`src/rtl/fir_filter.sv`:
```
// Single-multiplier time-multiplexed FIR filter with AXI-Stream style handshakes.
// One sample is accepted, then NTAPS multiply-accumulate cycles, then one output cycle.
module fir_filter #(
   parameter int                  NTAPS = 16,
   parameter logic [16*NTAPS-1:0] COEF  = {NTAPS{16'h0800}}
) (
   input  logic        aclk,
   input  logic        areset,
   input  logic        s_axis_data_tvalid,
   input  logic [15:0] s_axis_data_tdata,
   output logic        s_axis_data_tready,
   output logic        m_axis_data_tvalid,
   output logic [15:0] m_axis_data_tdata
);

   localparam int KW   = (NTAPS > 1) ? $clog2(NTAPS) : 1;
   localparam int ACCW = 33 + $clog2(NTAPS);

   localparam logic signed [ACCW-1:0] SAT_MAX   = ACCW'(32'sd32767);
   localparam logic signed [ACCW-1:0] SAT_MIN   = ACCW'(-32'sd32768);
   localparam logic signed [ACCW-1:0] ROUND_INC = ACCW'(32'sd16384);

   typedef enum logic [1:0] {
      IDLE = 2'd0,
      MAC  = 2'd1,
      OUT  = 2'd2
   } state_t;

   state_t                  state;
   logic [KW-1:0]           tap;
   logic signed [15:0]      dline    [NTAPS];
   logic signed [15:0]      coef_tab [NTAPS];
   logic signed [31:0]      product;
   logic signed [ACCW-1:0]  acc;
   logic                    accept;

   // Round half up from Q1.15 products back to 16 bits, clamping to the sample range.
   function automatic logic signed [15:0] scale_sat(input logic signed [ACCW-1:0] a);
      logic signed [ACCW-1:0] r;
      r = (a + ROUND_INC) >>> 5'd15;
      if (r > SAT_MAX) begin
         scale_sat = 16'sh7FFF;
      end else if (r < SAT_MIN) begin
         scale_sat = 16'sh8000;
      end else begin
         scale_sat = r[15:0];
      end
   endfunction

   genvar gi;
   generate
      for (gi = 0; gi < NTAPS; gi++) begin : g_coef
         assign coef_tab[gi] = COEF[16*gi +: 16];
      end
   endgenerate

   // tready is only ever high in IDLE, so this is the full acceptance condition.
   assign accept = s_axis_data_tvalid & s_axis_data_tready;

   // Shared multiplier: the tap counter selects coefficient and delayed sample.
   always_comb begin
      product = coef_tab[tap] * dline[tap];
   end

   // Delay line: newest sample at position 0, shifted on every acceptance.
   always_ff @(posedge aclk) begin
      if (areset) begin
         for (int i = 0; i < NTAPS; i++) begin
            dline[i] <= 16'sd0;
         end
      end else if (accept) begin
         dline[0] <= s_axis_data_tdata;
         for (int i = 1; i < NTAPS; i++) begin
            dline[i] <= dline[i-1];
         end
      end
   end

   // Accumulator: cleared on entry to MAC, one product added per MAC cycle.
   always_ff @(posedge aclk) begin
      if (areset) begin
         acc <= '0;
      end else if (accept) begin
         acc <= '0;
      end else if (state == MAC) begin
         acc <= acc + ACCW'(product);
      end
   end

   // Control FSM with registered handshake and output signals.
   always_ff @(posedge aclk) begin
      if (areset) begin
         state              <= IDLE;
         tap                <= '0;
         s_axis_data_tready <= 1'b0;
         m_axis_data_tvalid <= 1'b0;
         m_axis_data_tdata  <= 16'd0;
      end else begin
         m_axis_data_tvalid <= 1'b0;
         case (state)
            IDLE: begin
               if (accept) begin
                  state              <= MAC;
                  tap                <= '0;
                  s_axis_data_tready <= 1'b0;
               end else begin
                  s_axis_data_tready <= 1'b1;
               end
            end
            MAC: begin
               s_axis_data_tready <= 1'b0;
               if (tap == KW'(NTAPS - 1)) begin
                  state <= OUT;
               end else begin
                  tap <= tap + KW'(1);
               end
            end
            OUT: begin
               m_axis_data_tdata  <= scale_sat(acc);
               m_axis_data_tvalid <= 1'b1;
               s_axis_data_tready <= 1'b1;
               state              <= IDLE;
            end
            default: begin
               state              <= IDLE;
               s_axis_data_tready <= 1'b0;
            end
         endcase
      end
   end

endmodule

```
`config.mk`:
```
export PLATFORM = sky130hd
export DESIGN_NAME = fir_filter
export DESIGN_NICKNAME = d
export VERILOG_FILES = /design/src/rtl/fir_filter.sv
export SDC_FILE = /design/constraint.sdc
export NUM_CORES = 1
export LEC_CHECK = 0
export BUFFER_PORTS_ARGS = -buffer_cell sky130_fd_sc_hd__buf_4
export CORE_AREA = 4 4 175 177
export CTS_CLUSTER_DIAMETER = 150
export DETAILED_ROUTE_END_ITERATION = 8
export DIE_AREA = 0 0 179 181
export PLACE_DENSITY = 0.71
export SYNTH_ARGS = -nofsm -noshare
export SYNTH_HDL_FRONTEND = slang
export SYNTH_SLANG_ARGS = --single-unit
```
`constraint.sdc`:
```
create_clock -name aclk -period 25.9 [get_ports aclk]
set_input_delay 1.295 -clock aclk [delete_from_list [all_inputs] [get_ports aclk]]
set_output_delay 1.295 -clock aclk [all_outputs]
set_load 0.01 [all_outputs]
```
Word-level counts from Yosys, hierarchy flattened
Memory sizes are Yosys's and may differ from the RTL's. A register that Yosys moved wholly into a read port is not among the register bits.
Cells that the tools add are included.
W data, S select, Z words.
{"block": "classes", "n_mul": 1, "n_reduce_logical": 5, "n_eq_ne": 6, "bitwise": 18, "magnitude_cmp": 3, "n_mux": 36, "n_addsub": 3}
{"op": "$mux W16", "n": 20}
{"op": "$add A37 B16 Y37 const B", "n": 1}
{"op": "$add A37 B32 Y37", "n": 1}
{"op": "$mul A16 B16 Y32", "n": 1}
{"op": "$gt A22 B16 Y1 const B", "n": 1}
{"op": "$lt A22 B16 Y1 const B", "n": 1}
{"op": "$mux W4", "n": 4}
{"op": "$or A1 B1 Y1", "n": 16}
{"op": "$pmux W4 S2", "n": 1}
{"op": "$mux W1", "n": 7}
{"op": "$ge A5 B5 Y1 const B", "n": 1}
{"op": "$not A4 Y5", "n": 1}
{"op": "$add A4 B1 Y4 const B", "n": 1}
{"op": "$eq A4 B4 Y1 const B", "n": 1}
{"op": "$mux W2", "n": 2}
{"op": "$ne A2 B2 Y1 const B", "n": 2}
{"op": "$pmux W2 S2", "n": 1}
{"op": "$reduce_and A3 Y1", "n": 1}
{"op": "$eq A2 B1 Y1 const B", "n": 1}
{"op": "$eq A2 B2 Y1 const B", "n": 1}
{"op": "$logic_not A2 Y1", "n": 1}
{"op": "$ne A2 B1 Y1 const B", "n": 1}
{"op": "$pmux W1 S2", "n": 1}
{"op": "$reduce_and A2 Y1", "n": 1}
{"op": "3 further kinds", "n": 3}
{"block": "word_totals", "memories": 2, "elab_cells": 80, "ramBits": 256, "mem_bits_ro": 256, "ff_bits": 61}
{"memory": "(no name shown)", "words": 16, "word_bits": 16, "rd": 1, "rd_clocked_by_memory_dff": 0, "wr": 0, "line": "62", "rtl": "product = coef_tab[tap] * dline[tap];"}
{"memory": "dline", "words": 16, "word_bits": 16, "rd": 16, "rd_clocked_by_memory_dff": 1, "wr": 16, "line": "31", "rtl": "logic signed [15:0] dline [NTAPS];"}

Longest topological paths before layout
{"block": "logic_depth", "word_depth": 6, "mapped_depth": 21, "mapped_depth_nobuf": 19}

Worst setup path after synthesis
No wires, ideal clock.
{"block": "synth_path", "kind": "input -> register", "startpoint": "input port s_axis_data_tvalid", "endpoint": "memory dline[0][0] (enable)", "t_arrival_ns": 8.811, "n_path_buf": 2, "slack_ns": 16.368, "stages": 4, "path_cell_list": "a21oi_1 inv_1 clkbuf_1 clkbuf_1"}
{"element": "start, declared", "line": "9", "rtl": "input logic s_axis_data_tvalid,"}
{"element": "end, declared", "line": "31"}

==> metrics <==
Via density=about 5.7; CTS buffer count=34; Hold Slack=roughly 0.47 ns; number of synthesized flops with an enable pin=256; pre-CTS WS=19.40 ns; post_cts resized=0; CTS sink cnt=310; register area share after synthesis=0.554; Post-CTS Setup Repair Bufs=0; most frequent cells in the layout=256 x edfxtp_1, 162 x and2_1, 97 x nor2b_1; initial antenna violation count=0; Synth area leader=edfxtp_1; Final Setup Violations=0; WS Path Type=flip-flop to flip-flop; Worst Path Required=approximately 26 ns; diode count=0; Worst-path clk slew=approximately 0.060 ns; min Tclk post-route=around 6.5 ns; fin worst setup slack=19.41 ns; total die area=32,400 sq um; Starting Density=0.541; worst path arrival time=a little under 7 ns; hold violation count in the final report=0; post-synthesis cell count=1,162; Worst setup EP type=flip-flop; P&R area growth vs syn=10.4%; Cell Area, Synth=approximately 16,000 sq um; Async SR Flop Fraction=0; DRC viols=0; drt wl/cell=18.4 microns; largest net degree at the start of global routing=135; internal cell power=0.000919 W; fill count=2,276; Mean Syn Cell Area=~14 sq um; number of port buffers=36; Clock Power Share=0.390; H-tree Lvls=2; crit start category=flip-flop; worst hold path type=flip-flop to flip-flop; number of cell rows=between 60 and 70; Slew @ Worst Pin=1.23 ns; RD Place Congestion=0.835; DP HPWL=18.1 mm; Slew headroom=0.173; commonest non-fill, non-tap cell in the layout=edfxtp_1; Setup Skew=0.0129 ns; total vias in the final route=just over 9,000; FMAX=around 0.15 GHz; total grt overflow=0; Crit Path Max Fanout=52; maxcap violations=0; top_reg_cell synth=edfxtp_1; DRT Pass-1 Iters=5; post-synthesis register bit count=310; RSZ-0062 raised after global routing=false; Die Wd=179 microns; CTS Hold Bufs=0; clk_lat worst skew=0.51 ns; Yosys warning total=0; Comb power frac=0.116; Sequential Power Share=0.494; Iter 0 DRT Violations=713; layout cell share with drive strength beyond 1=0.161; TritonCTS clock tree=yes; clock root cell=clkbuf_16; Final #Nets=1,295; status=completed; Sw Ratio=0.239; Final TNS setup=0 ns; first-pass GRT wire length=48.1 mm; Synth top area share=0.486; core area=29,200 sq um; maximum vdd drop=0.0637 mV; Lkg Pwr=6.60 nW; leading cell types by total area after synthesis=edfxtp_1 49%, mux4_2 11%, dfxtp_1 6.8%; Syn Nets=1,279; P_sw=0.000288 W; Pwr Density=69.1 nW/um^2; Chip Height=around 180 microns; Final ANT Viol Nets=0; Total GRT Usage=0.184; io pins=37; Final period util=0.251; distinct cell type count after synthesis=55; fin. max-slew vios=0; Longest Clk Path Bufs=3; vias in the first global route=9,028; WL final=29.3 mm
metal layers:
metal / wire length, microns / GRT usage / vias to the layer above / share of wire
met5: 0 / 0 / - / 0
met3: 1370 / 0.0299 / 51 / 0.047
met1: 13900 / 0.284 / 4531 / 0.48
li1: - / - / 4304 / -
met4: 665 / 0.0494 / 0 / 0.023
met2: 13400 / 0.273 / 202 / 0.46
cells by family (layout without fill, tap and decap cells):
logic type,after synthesis,in the layout,synth area share
AO/OA/AOI/OAI,110,110,0.0471
XOR/XNOR,38,38,0.0215
adder cells (fa/ha/maj),98,98,0.0837
buffers and inverters,88,128,0.0228
flip-flops,310,310,0.554
multiplexers,84,84,0.116
AND/OR/NAND/NOR,434,434,0.154
Yosys cell counts, types with 5 or more instances:
master,n
inv_1,22
a21o_1,6
nand4_1,10
nor3_1,11
nand2_1,67
nor2_1,41
fa_1,13
dfxtp_1,54
nand2b_1,5
xor2_1,11
edfxtp_1,256
buf_2,8
a211oi_2,11
a21oi_1,40
xnor2_1,26
and2_1,162
a211oi_1,10
nand3_1,21
o21ai_0,7
clkbuf_1,51
o21bai_1,5
ha_1,85
o21ai_1,10
mux4_2,80
nor2b_1,98
worst paths after layout:
check	startpoint	cells past startpoint	slack [ns]	to
worst max-delay path	flip-flop	19	19.41	acc[33]$_SDFFE_PP0P_
worst min-delay path	acc[13]$_SDFFE_PP0P_	2	0.47	acc[13]$_SDFFE_PP0P_
worst max register to register	flip-flop	19	19.41	acc[33]$_SDFFE_PP0P_
worst min register to register	acc[13]$_SDFFE_PP0P_	2	0.47	acc[13]$_SDFFE_PP0P_
cell type report:
class                           instances  area (sq um)  share of cell area
Tap cell                              390           488              0.0279
Clock buffer                           45           923              0.0529
Multi-Input combinational cell        764          6700               0.384
Inverter                               22          90.1             0.00516
Clock inverter                         15           146             0.00838
Timing Repair Buffer                   46           345              0.0198
Sequential cell                       310          8770               0.502
metrics by stage:
step | utilization | power [W] | std cells | cell area (sq um)
2_1_floorplan | - | 0.000716 | 1162 | 15800
3_3_place_gp | 0.561 | 0.000743 | 1532 | 16400
3_5_place_dp | 0.561 | 0.000747 | 1532 | 16400
4_1_cts | 0.597 | 0.00122 | 1592 | 17500
5_1_grt | 0.597 | 0.00126 | 1592 | 17500
6_report | 0.597 | 0.00121 | 1592 | 17500
critical path: stages, from the launching register on:
cell and delay, ns:
dfxtp_2 0.55, buf_4 0.71, mux4_2 0.59, mux4_2 0.78
ha_1 0.32, inv_1 0.07, fa_1 0.41, inv_1 0.07
ha_1 0.24, fa_1 0.46, ha_1 0.30, ha_1 0.36
nand3_1 0.24, nor2_1 0.08, a22oi_1 0.16, o31ai_1 0.16
o41ai_1 0.44, xnor2_1 0.17, nand2_1 0.06, a21oi_1 0.17
state kept, by name (all words and copies together) (netlist names), named ones only:
name	count
m_axis_data_tdata	16
tap	4
state	2
dline	256
acc	26
m_axis_data_tvalid	1
s_axis_data_tready	1
power by group through the flow:
stage	Sequential (W)	Clock (W)	Combinational, W
after global placement	0.000606	0	0.000137
after CTS	0.000597	0.000482	0.000141
after detailed placement	0.000607	0	0.000140
after global routing	0.000601	0.000501	0.000157
final	0.000597	0.000471	0.000140
after floorplan	0.000605	0	0.000111
No activity file was read; power rests on OpenSTA's default activity.
